## config.mk

```make
export PLATFORM = sky130hd
export DESIGN_NAME = idex_dump_unit
export DESIGN_NICKNAME = d
export VERILOG_FILES = /design/src/rtl/idex_dump_unit_pkg.sv /design/src/rtl/dump_byte_sel.sv /design/src/rtl/idex_dump_unit.sv
export SDC_FILE = /design/constraint.sdc
export NUM_CORES = 1
export LEC_CHECK = 0
export ABC_AREA = 1
export ABC_CLOCK_PERIOD_IN_PS = 3600
export CORE_MARGIN = 3
export CORE_UTILIZATION = 25
export DETAILED_ROUTE_END_ITERATION = 16
export PLACE_DENSITY_LB_ADDON = 0.08
export SETUP_SLACK_MARGIN = 0.5
export SKIP_LAST_GASP = 1
export SLEW_MARGIN = 25
export SYNTH_ARGS = -nofsm -noshare
export SYNTH_HDL_FRONTEND = slang
export SYNTH_SLANG_ARGS = --single-unit
```

## constraint.sdc

```tcl
create_clock -name i_clk -period 3.6 [get_ports i_clk]
set_input_delay 0.72 -clock i_clk [delete_from_list [all_inputs] [get_ports i_clk]]
set_output_delay 0.72 -clock i_clk [all_outputs]
set_load 0.1 [all_outputs]
```

## src/rtl/idex_dump_unit_pkg.sv

```systemverilog
// rtl/idex_dump_unit_pkg.sv - shared constants and state encoding for the pipeline-latch dumpers
package idex_dump_unit_pkg;

  localparam logic [7:0] DUMP_HDR       = 8'hA5;
  localparam int         IDEX_FRAME_LEN = 21;
  localparam int         DUMP_CNT_W     = 5;

  typedef enum logic [1:0] {
    ST_IDLE = 2'd0,
    ST_SEND = 2'd1,
    ST_DONE = 2'd2
  } dump_state_e;

endpackage

```

## src/rtl/dump_byte_sel.sv

```systemverilog
// rtl/dump_byte_sel.sv - picks frame byte[cnt]: header at 0, then snapshot bytes MSB first
module dump_byte_sel #(
  parameter int NB_BYTE   = 8,
  parameter int FRAME_LEN = 21,
  parameter int CNT_W     = 5,
  localparam int SNAP_W   = (FRAME_LEN - 1) * NB_BYTE
) (
  input  logic [SNAP_W-1:0]  i_snapshot,
  input  logic [NB_BYTE-1:0] i_header,
  input  logic [CNT_W-1:0]   i_cnt,
  output logic [NB_BYTE-1:0] o_byte
);

  // Byte 0 is the header; byte i (i>=1) is the (i-1)-th byte counted from the snapshot MSB.
  always_comb begin
    o_byte = i_header;
    for (int i = 1; i < FRAME_LEN; i++) begin
      if (i_cnt == CNT_W'(i)) begin
        o_byte = i_snapshot[SNAP_W-1-(i-1)*NB_BYTE -: NB_BYTE];
      end
    end
  end

endmodule

```

## src/rtl/idex_dump_unit.sv

```systemverilog
// rtl/idex_dump_unit.sv - freezes the pipeline and streams an ID/EX latch snapshot as a 21-byte frame
module idex_dump_unit
  import idex_dump_unit_pkg::*;
#(
  parameter int NB_REG  = 32,
  parameter int NB_CTRL = 18,
  parameter int NB_BYTE = 8
) (
  input  logic               i_clk,
  input  logic               i_reset,
  input  logic               i_dump_req,
  input  logic [NB_REG-1:0]  i_pc_eight,
  input  logic [NB_REG-1:0]  i_rs_data,
  input  logic [NB_REG-1:0]  i_rt_data,
  input  logic [NB_REG-1:0]  i_sign_extension,
  input  logic [NB_CTRL-1:0] i_control_unit,
  output logic [NB_BYTE-1:0] o_tx_data,
  output logic               o_tx_valid,
  input  logic               i_tx_ready,
  output logic               o_busy,
  output logic               o_done,
  output logic               o_dunit_clk_en
);

  localparam int SNAP_W = (IDEX_FRAME_LEN - 1) * NB_BYTE;

  dump_state_e               state_q, state_d;
  logic [DUMP_CNT_W-1:0]     cnt_q, cnt_d;
  logic [SNAP_W-1:0]         snap_q, snap_d;
  logic [NB_BYTE-1:0]        sel_byte;
  logic                      last_byte;
  logic                      xfer;

  assign last_byte = (cnt_q == DUMP_CNT_W'(IDEX_FRAME_LEN - 1));
  assign xfer      = (state_q == ST_SEND) && i_tx_ready;

  // State, counter and snapshot registers.
  always_ff @(posedge i_clk or negedge i_reset) begin
    if (!i_reset) begin
      state_q <= ST_IDLE;
      cnt_q   <= '0;
      snap_q  <= '0;
    end else begin
      state_q <= state_d;
      cnt_q   <= cnt_d;
      snap_q  <= snap_d;
    end
  end

  // Next-state logic: capture on request in IDLE, advance on each accepted byte, DONE lasts one cycle.
  always_comb begin
    state_d = state_q;
    cnt_d   = cnt_q;
    snap_d  = snap_q;
    unique case (state_q)
      ST_IDLE: begin
        if (i_dump_req) begin
          state_d = ST_SEND;
          cnt_d   = '0;
          snap_d  = {i_pc_eight, i_rs_data, i_rt_data, i_sign_extension, 32'(i_control_unit)};
        end
      end
      ST_SEND: begin
        if (xfer) begin
          if (last_byte) begin
            state_d = ST_DONE;
          end else begin
            cnt_d = cnt_q + 1'b1;
          end
        end
      end
      ST_DONE: state_d = ST_IDLE;
      default: state_d = ST_IDLE;
    endcase
  end

  dump_byte_sel #(
    .NB_BYTE  (NB_BYTE),
    .FRAME_LEN(IDEX_FRAME_LEN),
    .CNT_W    (DUMP_CNT_W)
  ) u_byte_sel (
    .i_snapshot(snap_q),
    .i_header  (NB_BYTE'(DUMP_HDR)),
    .i_cnt     (cnt_q),
    .o_byte    (sel_byte)
  );

  // Outputs decoded from registered state only; data is forced to zero outside SEND.
  always_comb begin
    o_tx_valid     = (state_q == ST_SEND);
    o_tx_data      = (state_q == ST_SEND) ? sel_byte : '0;
    o_busy         = (state_q != ST_IDLE);
    o_done         = (state_q == ST_DONE);
    o_dunit_clk_en = (state_q == ST_IDLE);
  end

endmodule

```

==> flow_metrics.tcl <==
set metrics [dict create \
    drive_above_1_share 0.139 \
    yosysSeqAreaShare 0.495 \
    cp_common_cell "nand2_1" \
    num_rows 63 \
    core_um2 30000 \
    grt_pass1_wl_mm 40.0 \
    final_max_slew_viol_count 0 \
    p_per_area_nw_per_um2 978 \
    pin_count 162 \
    grt_max_degree 155 \
    syn_inst 1107 \
    ys_ff_latch 153 \
    port_buffers 161 \
    cts.htree.levels 4 \
    syn_area_um2 7730 \
    ys_warn_count 0 \
    cts_hold_buf 0 \
    final-hold-violation-count 0 \
    arrival_ns 3.06 \
    via_per_inst 4.24 \
    gp_congestion 0.838 \
    slew_headroom 0.563 \
    leakagePower_nw 5.59 \
    cp_slowest_cell "dfrtp_2" \
    required_ns 2.88 \
    clk_pin_slew_ns 0.07 \
    post_drt_wl_per_cell_um 15.0 \
    grt_pass1_vias 7478 \
    grt_overflow 0 \
    cp-start-kind "flop" \
    worst_slew_pin_slew_ns 0.656 \
    dieArea_um2 33100 \
    fmax_mhz 264 \
    drc_errors 0 \
    detail-route-antenna-nets 0 \
    path_class "flop to output port" \
    netlist-cell-type-count 29 \
    cp-end-kind "output port" \
    nFillCells 3212 \
    via_count 7153 \
    dr.pass1.iters 5 \
    antenna_found_initial 0 \
    cts_tree "yes" \
    place_hpwl_mm 18.5 \
    area_growth_pct 42.9 \
    reg2reg_depth 13 \
    rsz0062_at_grt "yes" \
    fin_crit_ns 3.78 \
    clkSinkCount 153 \
    fin_nets 1440 \
    cp.buffers_inverters 3 \
    path_max_fanout 4 \
    ir_worst_vdd_v 0.00131 \
    clkLatencyLatePin_ns 0.42 \
    finalSetupTns_ns -1.05 \
    clockRootBuffer "clkbuf_16" \
    first_iter_violations 363 \
    outcome "complete, but fails checks" \
    placed_cell_area_um2 9990 \
    syn_nets 1262 \
    crit_family "simple AND/OR/NAND/NOR gates" \
    min_period_over_period 1.05 \
    routed_wirelength_mm 25.3 \
    violations "negative setup slack" \
    path_cells "inv_4 -> ha_4 -> inv_2 -> nor2_4 -> nand2_2 -> nor3_2 -> o21ai_2 -> nand2_1 -> nand2_1 -> nand2_1 -> nand3_1 -> nand3_2 -> nand2_1 -> nand2_1 -> nand2_2 -> nand3_2 -> nand2_2 -> nand2_1 -> nand2_1 -> nand2_1 -> nand2_1 -> nand2_1 -> nand2_2 -> buf_12" \
    max_cap_viol_count 0 \
    postSynthAreaPerCell_um2 6.99 \
    die_w_um 182 \
    grtUsageTotal 0.152 \
    cts_buffers 17 \
    hold_path.class "input pin to async pin" \
    setup_viol_count_final 8 \
    cts_buffer_depth 2 \
    cp.depth 24 \
    fin_ws_ns -0.183 \
    start_util 0.257 \
    fin_worst_skew_ns 0.0114 \
    die_h_um 182 \
    max_stage_delay_ns 0.46 \
    diodes 0 \
    finalInstanceArea_um2 11000 \
]
==> routing by layer <==
metal	global-route usage	part of all wire	up-vias	wire length (um)
li1	-	-	3691	-
met1	0.215	0.50	3317	12700
met4	0.0293	0.0070	0	177
met5	0	0	-	0
met2	0.241	0.45	134	11400
met3	0.0343	0.044	11	1110
==> kinds of logic (layout without fill, tap and decap cells) <==
kind of cell             Yosys count  count (layout)  share of synthesized area
AND/OR/NAND/NOR                  755             755                      0.386
flip-flops                       153             153                      0.495
buffers and inverters            133             324                     0.0702
AO/OA/AOI/OAI                     61              61                     0.0405
adder cells (fa/ha/maj)            5               5                    0.00809
==> area by class of cell <==
| type | instances | area [um^2] | area share |
|---|---|---|---|
| clock inverter | 12 | 213 | 0.0193 |
| multi-input combinational | 821 | 3650 | 0.330 |
| clock buffer | 20 | 447 | 0.0404 |
| sequential | 153 | 3830 | 0.347 |
| timing repair buffer | 200 | 2060 | 0.187 |
| inverter | 92 | 359 | 0.0325 |
| tap | 390 | 488 | 0.0442 |
==> what timing repair did <==
action,4_1_cts,5_1_grt
pin swaps,36,30
setup endpoints to repair,8,8
setup buffers,12,5
gates resized for setup,49,24
==> synth_stat cells <==
cell / instances / area, um^2
o21ai_1: 5 / 25.0
nand2_4: 1 / 11.3
o22ai_1: 1 / 6.26
dfrtp_1: 153 / 3830
or2_1: 2 / 12.5
clkbuf_1: 16 / 60.1
a21oi_2: 1 / 8.76
buf_2: 22 / 110
nand2_2: 2 / 12.5
nand3b_1: 1 / 7.51
nor2_2: 5 / 31.3
nand3_2: 1 / 10.0
ha_1: 5 / 62.6
nor2_1: 40 / 150
nand3_1: 36 / 180
nor3_1: 3 / 15.0
or2_2: 13 / 81.3
nand2_1: 643 / 2410
nor2_4: 2 / 22.5
buf_6: 1 / 11.3
or2_0: 4 / 25.0
clkinv_2: 1 / 5.00
a21oi_1: 13 / 65.1
inv_2: 6 / 22.5
nand4_1: 2 / 12.5
inv_1: 85 / 319
a31oi_1: 2 / 12.5
buf_4: 2 / 15.0
o21ai_0: 39 / 195
==> sequential cells by signal (all words and copies together), names as in the netlist <==
signal and cells:
cnt_q 5, snap_q 146, state_q 2
==> per-stage QoR <==
stage                     cells  total power, mW  hold slack (ns)  setup slack [ns]   util
after floorplan            1107             6.42            0.424             0.475      -
after detailed placement   1639             8.38            0.457            0.0693  0.333
after global routing       1688             11.7            0.190            -0.445  0.368
after global placement     1639             8.36            0.448            0.0539  0.333
final                      1688             10.8            0.181            -0.183  0.368
after CTS                  1683             10.8            0.185            -0.213  0.363
==> power by group <==
part / total, mW / leakage [nW] / internal [mW] / switching [mW]
registers: 3.10 / 1.90 / 2.55 / 0.550
logic: 5.67 / 3.37 / 2.01 / 3.67
clock network: 2.04 / 0.317 / 1.26 / 0.772
==> worst register-to-register path: cells and delay by family (launching register included) <==
family          cells  cell delay (ns)
compound gates      2             0.22
fa+ha+maj           1             0.14
buf+inv             3             0.37
flops               1             0.46
simple gates        7             1.11
==> cell usage in the layout, fill, tap and decap left out, types with 3 or more instances in the layout <==
master | synthesis | routed
o21ai_0 | 39 | 39
nor2_4 | 2 | 9
buf_6 | 1 | 7
ha_4 | 0 | 3
nand2_2 | 2 | 31
or2_2 | 13 | 13
buf_4 | 2 | 32
clkdlybuf4s50_1 | 0 | 148
nand3_1 | 36 | 28
nand3_2 | 1 | 9
clkbuf_16 | 0 | 17
inv_1 | 85 | 79
nand2_4 | 1 | 6
a21oi_4 | 0 | 3
nor2_1 | 40 | 36
nand2_1 | 643 | 609
o21ai_2 | 0 | 4
dfrtp_1 | 153 | 151
buf_12 | 0 | 13
or2_0 | 4 | 4
a21oi_1 | 13 | 11
bufinv_16 | 0 | 5
inv_2 | 6 | 7
inv_4 | 0 | 5
clkinv_4 | 0 | 3
==> final timing paths <==
path                                   startpoint                 endpoint  slack (ns)
setup / recovery             cnt_q[1]$_DFFE_PN0P_             o_tx_data[5]       -0.18
hold / removal                            i_reset  snap_q[117]$_DFFE_PN0P_        0.18
setup reg to reg             cnt_q[1]$_DFFE_PN0P_     cnt_q[3]$_DFFE_PN0P_        1.22
hold reg to reg            snap_q[96]$_DFFE_PN0P_   snap_q[96]$_DFFE_PN0P_        0.47
max in group asynchronous                 i_reset   snap_q[59]$_DFFE_PN0P_        2.41
min in group i_clk         snap_q[96]$_DFFE_PN0P_   snap_q[96]$_DFFE_PN0P_        0.47
No activity file was read; power rests on OpenSTA's default activity.
